`src/rtl/prog_fsm_core_if.sv`:
```
// rtl/prog_fsm_core_if.sv - input/config/output bundle of the table-programmable FSM core
interface prog_fsm_core_if #(
  parameter int NS_W = 5,
  parameter int NI   = 18,
  parameter int NO   = 19,
  parameter int SW   = $clog2(NI),
  parameter int CW   = NO + 2*NS_W + 1 + SW
);
  logic [NI-1:0]   in;
  logic            en;
  logic            step;
  logic            cfg_we;
  logic [NS_W-1:0] cfg_addr;
  logic [CW-1:0]   cfg_data;
  logic [NO-1:0]   out;
  logic [NS_W-1:0] state;
  logic            stall;

  modport master (
    output in, en, step, cfg_we, cfg_addr, cfg_data,
    input  out, state, stall
  );

  modport slave (
    input  in, en, step, cfg_we, cfg_addr, cfg_data,
    output out, state, stall
  );
endinterface

```
`src/rtl/prog_fsm_core.sv`:
```
// rtl/prog_fsm_core.sv - table-programmable Moore FSM with single-step and self-loop stall detection
module prog_fsm_core #(
  parameter int NS_W      = 5,
  parameter int NI        = 18,
  parameter int NO        = 19,
  parameter int RST_STATE = 0,
  parameter int STALL_N   = 15
) (
  input logic              clk,
  input logic              rst,
  prog_fsm_core_if.slave   bus
);
  localparam int SW    = $clog2(NI);
  localparam int CW    = NO + 2*NS_W + 1 + SW;
  localparam int DEPTH = 1 << NS_W;

  typedef enum logic [1:0] {
    MODE_RESET,
    MODE_RUN,
    MODE_HALT,
    MODE_STEPPING
  } mode_e;

  mode_e mode;

  logic [CW-1:0]   tbl [DEPTH];
  logic [NS_W-1:0] state_q, state_d;
  logic [NO-1:0]   out_q, out_d;
  logic [7:0]      cnt_q, cnt_d;
  logic            stall_q, stall_d;

  logic            adv;
  logic [SW-1:0]   sel;
  logic            pol;
  logic            cond;
  logic [NS_W-1:0] nxt_t, nxt_f, nxt;

  // Next-state logic reads the table as it stood before any same-edge write.
  always_comb begin
    mode = MODE_HALT;
    if (rst)           mode = MODE_RESET;
    else if (bus.en)   mode = MODE_RUN;
    else if (bus.step) mode = MODE_STEPPING;
    adv = (mode == MODE_RUN) || (mode == MODE_STEPPING);

    sel   = tbl[state_q][CW-1 -: SW];
    pol   = tbl[state_q][NO + 2*NS_W];
    nxt_t = tbl[state_q][NO + NS_W +: NS_W];
    nxt_f = tbl[state_q][NO +: NS_W];

    cond = 1'b0;
    if (32'(sel) < NI) cond = bus.in[sel];
    cond = cond ^ pol;
    nxt  = cond ? nxt_t : nxt_f;

    state_d = state_q;
    out_d   = out_q;
    cnt_d   = cnt_q;
    stall_d = stall_q;
    if (adv) begin
      state_d = nxt;
      out_d   = tbl[nxt][NO-1:0];
      if (nxt == state_q) begin
        if (cnt_q != 8'hFF) cnt_d = cnt_q + 8'd1;
      end else begin
        cnt_d = 8'd0;
      end
      stall_d = (32'(cnt_d) >= STALL_N);
    end
  end

  always_ff @(posedge clk) begin
    if (rst) begin
      state_q <= NS_W'(RST_STATE);
      out_q   <= '0;
      cnt_q   <= '0;
      stall_q <= 1'b0;
      for (int i = 0; i < DEPTH; i++) tbl[i] <= '0;
    end else begin
      state_q <= state_d;
      out_q   <= out_d;
      cnt_q   <= cnt_d;
      stall_q <= stall_d;
      if (bus.cfg_we) tbl[bus.cfg_addr] <= bus.cfg_data;
    end
  end

  assign bus.out   = out_q;
  assign bus.state = state_q;
  assign bus.stall = stall_q;
endmodule

```
`src/flat_wrapper.sv`:
```
// flat-port wrapper written by rule: the top's interface ports become plain ports
module prog_fsm_core_flat 
#(
  parameter int NS_W      = 5,
  parameter int NI        = 18,
  parameter int NO        = 19,
  parameter int RST_STATE = 0,
  parameter int STALL_N   = 15
)
  (clk, rst, bus_in, bus_en, bus_step, bus_cfg_we, bus_cfg_addr, bus_cfg_data, bus_out, bus_state, bus_stall);
  prog_fsm_core_if #(.NS_W(NS_W), .NI(NI), .NO(NO)) bus_i ();
  input logic clk;
  input logic rst;
  input wire logic [$bits(bus_i.in)-1:0] bus_in;
  input wire logic [$bits(bus_i.en)-1:0] bus_en;
  input wire logic [$bits(bus_i.step)-1:0] bus_step;
  input wire logic [$bits(bus_i.cfg_we)-1:0] bus_cfg_we;
  input wire logic [$bits(bus_i.cfg_addr)-1:0] bus_cfg_addr;
  input wire logic [$bits(bus_i.cfg_data)-1:0] bus_cfg_data;
  output wire logic [$bits(bus_i.out)-1:0] bus_out;
  output wire logic [$bits(bus_i.state)-1:0] bus_state;
  output wire logic [$bits(bus_i.stall)-1:0] bus_stall;
  assign bus_i.in = bus_in;
  assign bus_i.en = bus_en;
  assign bus_i.step = bus_step;
  assign bus_i.cfg_we = bus_cfg_we;
  assign bus_i.cfg_addr = bus_cfg_addr;
  assign bus_i.cfg_data = bus_cfg_data;
  assign bus_out = bus_i.out;
  assign bus_state = bus_i.state;
  assign bus_stall = bus_i.stall;
  prog_fsm_core #(.NS_W(NS_W), .NI(NI), .NO(NO), .RST_STATE(RST_STATE), .STALL_N(STALL_N)) u_core (.clk(clk), .rst(rst), .bus(bus_i));
endmodule
```
`config.mk`:
```
export PLATFORM = sky130hd
export DESIGN_NAME = prog_fsm_core_flat
export DESIGN_NICKNAME = d
export VERILOG_FILES = /design/src/rtl/prog_fsm_core_if.sv /design/src/rtl/prog_fsm_core.sv /design/src/flat_wrapper.sv
export SDC_FILE = /design/constraint.sdc
export NUM_CORES = 2
export LEC_CHECK = 0
export ABC_CLOCK_PERIOD_IN_PS = 14400
export CAP_MARGIN = 20
export CELL_PAD_IN_SITES_DETAIL_PLACEMENT = 0
export CELL_PAD_IN_SITES_GLOBAL_PLACEMENT = 1
export CORE_UTILIZATION = 30
export DETAILED_ROUTE_END_ITERATION = 16
export PLACE_DENSITY = 0.5
export SKIP_LAST_GASP = 1
export SLEW_MARGIN = 20
export SYNTH_ARGS = -nofsm -noshare
export SYNTH_HDL_FRONTEND = slang
export SYNTH_SLANG_ARGS = --single-unit
```
`constraint.sdc`:
```
create_clock -name clk -period 14.4 [get_ports clk]
set_input_delay 2.88 -clock clk [delete_from_list [all_inputs] [get_ports clk]]
set_output_delay 2.88 -clock clk [all_outputs]
set_load 0.05 [all_outputs]
```
==> results.sh <==
export IMPL_p_int_mw=8.42
export IMPL_fp_dieW_um=430
export IMPL_finalSetupTns_ps=0
export IMPL_drv_slew=0
export IMPL_yosysTopAreaCell="edfxtp_1"
export IMPL_power_frac_seq_pct=24.9
export IMPL_synth_seq_cells=1158
export IMPL_r2r_cells=19
export IMPL_grt_pass1_wl_mm=287
export IMPL_fmax_mhz=119
export IMPL_yosys_most_used_dff="edfxtp_1"
export IMPL_switching_share_pct=47.6
export IMPL_hold_violations=0
export IMPL_setup_ws_ps=5970
export IMPL_root_buffer="clkbuf_16"
export IMPL_synth_commonest_cells="and2_1, edfxtp_1, nand2_1"
export IMPL_syn_nets=4345
export IMPL_netlist_top_cells_area="edfxtp_1, and2_1, mux4_2"
export IMPL_critical_path_class="reg -> reg"
export IMPL_synth_top_area_share_pct=61.2
export IMPL_end_kind="flip-flop"
export IMPL_skew_ps=36.7
export IMPL_pwr_share_comb_pct=53.8
export IMPL_core_area_um2=181000
export IMPL_ios=88
export IMPL_initial_core_util_pct=30.3
export IMPL_hpwl_mm=114
export IMPL_clkPwrFrac_pct=21.3
export IMPL_p_sw_mw=7.66
export IMPL_slew_headroom_pct=28.7
export IMPL_clkLatencyLatePin_ps=790
export IMPL_vias_per_cell=5.28
export IMPL_port_buffers=87
export IMPL_numCtsBuffers=140
export IMPL_final_cells=6751
export IMPL_routed_wirelength_mm=205
export IMPL_dieHeight_um=430
export IMPL_setup_viol=0
export IMPL_synth_cells=4281
export IMPL_synth_cell_types=79
export IMPL_yosysSeqAreaShare_pct=62.6
export IMPL_avgSynthCellArea_um2=12.8
export IMPL_critPathArrivalTime_ps=9110
export IMPL_path_clk_slew_ps=60
export IMPL_grt_pass1_vias=36019
export IMPL_grt_start_max_net_pins=91
export IMPL_drc_errors=0
export IMPL_cp_max_fo=90
export IMPL_fin_crit_ps=8430
export IMPL_maxCapViolCount=0
export IMPL_rsz0062_at_grt="no"
export IMPL_synth_edff_count=1120
export IMPL_r2r_end="u_core.bus.out[9]"
export IMPL_placed_cells=6488
export IMPL_num_vias=35622
export IMPL_post_cts_buffers=0
export IMPL_dr_pass1_iters=5
export IMPL_rows=156
export IMPL_min_to="u_core.bus.stall"
export IMPL_syn_cell_area_um2=55000
export IMPL_antenna_found_initial=17
export IMPL_antenna_left=0
export IMPL_synth_most_common_cell="and2_1"
export IMPL_wire_per_inst_um=30.4
export IMPL_ys_async_sr_fraction_pct=0
export IMPL_cts_sinks=1158
export IMPL_ctsHoldBuffers=0
export IMPL_holdPathStages=2
export IMPL_fin_nets=4324
export IMPL_critPathLaunchType="flip-flop"
export IMPL_vdd_ir_drop_max_mv=0.530
export IMPL_ys_warn_count=0
export IMPL_dieArea_um2=185000
export IMPL_cp_data_required_time_ps=15080
export IMPL_gp_congestion=0.777
export IMPL_cts_resized=0
export IMPL_min_path_type="reg -> reg"
export IMPL_cts_max_level=4
export IMPL_preCtsSetupSlack_ps=5770
export IMPL_overflow=0
export IMPL_leakagePower_nw=21.5
export IMPL_status="completed"
export IMPL_finalCritPeriodShare_pct=58.5
export IMPL_drive_gt1_share_pct=13.3
export IMPL_cts_tree="built"
export IMPL_grt_usage_pct=22.0
export IMPL_worstMarginPinSlew_ps=1070
export IMPL_r2r_slack_ps=5970
export IMPL_hp_start="u_core.bus.stall"
export IMPL_power_density_nw_per_um2=255
export IMPL_cts_path_max_buffers=3
export IMPL_drt_iter0_markers=3465
export IMPL_area_growth_pct=14.6
[cells by family after synthesis]
group                      share of synthesized area, %
and+or+nand+nor                                    19.8
DFF                                                62.6
AOI/OAI and AO/OA                                  7.39
buffers and inverters                              3.16
muxes                                              6.99
xor gates and xnor gates                         0.0797
adders and majority gates                        0.0228
[sequential cells by signal, indices dropped and copies added (netlist names), named ones only]
signal            flops
u_core.tbl         1120
u_core.bus.out       19
u_core.cnt_q          8
u_core.bus.state      5
u_core.bus.stall      1
[final cells by class]
cell class	instances	area (µm²)
clock inverter	53	345
antenna	7	17.5
fill	17520	118000
clock buffer	203	3970
inverter	14	52.6
tap	2370	2970
timing repair buffer	235	1950
multi-input combinational	2711	19300
sequential	1158	34400
[cell usage in the layout, fill, tap and decap left out, types with 11 or more instances in the layout]
master and count:
a211oi_1 53, a21oi_1 59, a221o_1 56, a221oi_1 32
a22oi_1 61, a311o_1 11, a31oi_1 43, a32oi_1 34
and2_1 1127, and3_1 26, buf_2 12, buf_4 145
clkbuf_1 52, clkbuf_16 151, clkdlybuf4s50_1 75, clkinv_1 28
clkinv_2 16, dfxtp_1 34, edfxtp_1 1120, inv_1 12
mux2i_1 90, mux4_2 128, nand2_1 390, nand3_1 131
nand3b_1 19, nand4_1 27, nor2_1 79, nor2_4 41
nor2b_1 13, nor3_1 19, nor4_1 17, o211a_1 14
o21ai_0 29, o22ai_1 16, o31a_1 15, or2_2 35
[how the worst max path moves through the flow]
| stage | end | slack [ps] | cells past startpoint | start |
|---|---|---|---|---|
| after floorplan | u_core.bus.out[16] | 8590 | 12 | bus_in[10] |
| after global placement | u_core.bus.out[1] | 5840 | 14 | bus_in[10] |
| after detailed placement | u_core.bus.out[1] | 5770 | 13 | bus_in[10] |
| after CTS | u_core.bus.out[1] | 5950 | 18 | flip-flop |
| after global routing | u_core.bus.out[9] | 5590 | 19 | flip-flop |
| final | u_core.bus.out[9] | 5970 | 19 | flip-flop |
[worst max-delay path, cell delays in order (launching register included)]
cell and delay (ps):
dfxtp_4 680, buf_4 650, buf_12 390, mux4_2 590, mux2_1 330, o22ai_1 130, or3_1 240, nor3b_1 420
o2111a_1 330, nor2_1 210, and3_1 370, or3_1 750, a21oi_4 300, buf_4 490, buf_4 640, nand2_1 120
a21bo_1 220, or4_1 520, a21o_1 280, a31oi_1 210
[metrics by stage]
step           util (%)  hold WS (ps)  total power, mW  cell area (µm²)
2_1_floorplan         -           479             9.23            55000
3_3_place_gp       32.4           501             12.7            58700
3_5_place_dp       32.4           505             12.7            58700
4_1_cts            34.7           524             16.2            63000
5_1_grt            34.7           545             16.8            63000
6_report           34.7           514             16.1            63000
[layer usage]
| metal | global-route usage [%] | vias to the layer above | part of all wire (%) |
|---|---|---|---|
| met5 | 0 | - | 0.015 |
| met4 | 5.95 | 6 | 2.5 |
| met3 | 2.98 | 233 | 4.8 |
| met2 | 36.5 | 1126 | 48 |
| met1 | 30.0 | 18607 | 44 |
| li1 | - | 15650 | - |
[power groups by stage]
stage | logic (mW) | registers [mW] | clock network (mW)
6_report | 8.65 | 4.01 | 3.42
3_3_place_gp | 8.63 | 4.08 | 0
2_1_floorplan | 5.16 | 4.07 | 0
5_1_grt | 9.14 | 4.03 | 3.61
3_5_place_dp | 8.62 | 4.08 | 0
4_1_cts | 8.66 | 4.01 | 3.48
Power figures use the tool's default switching activity.
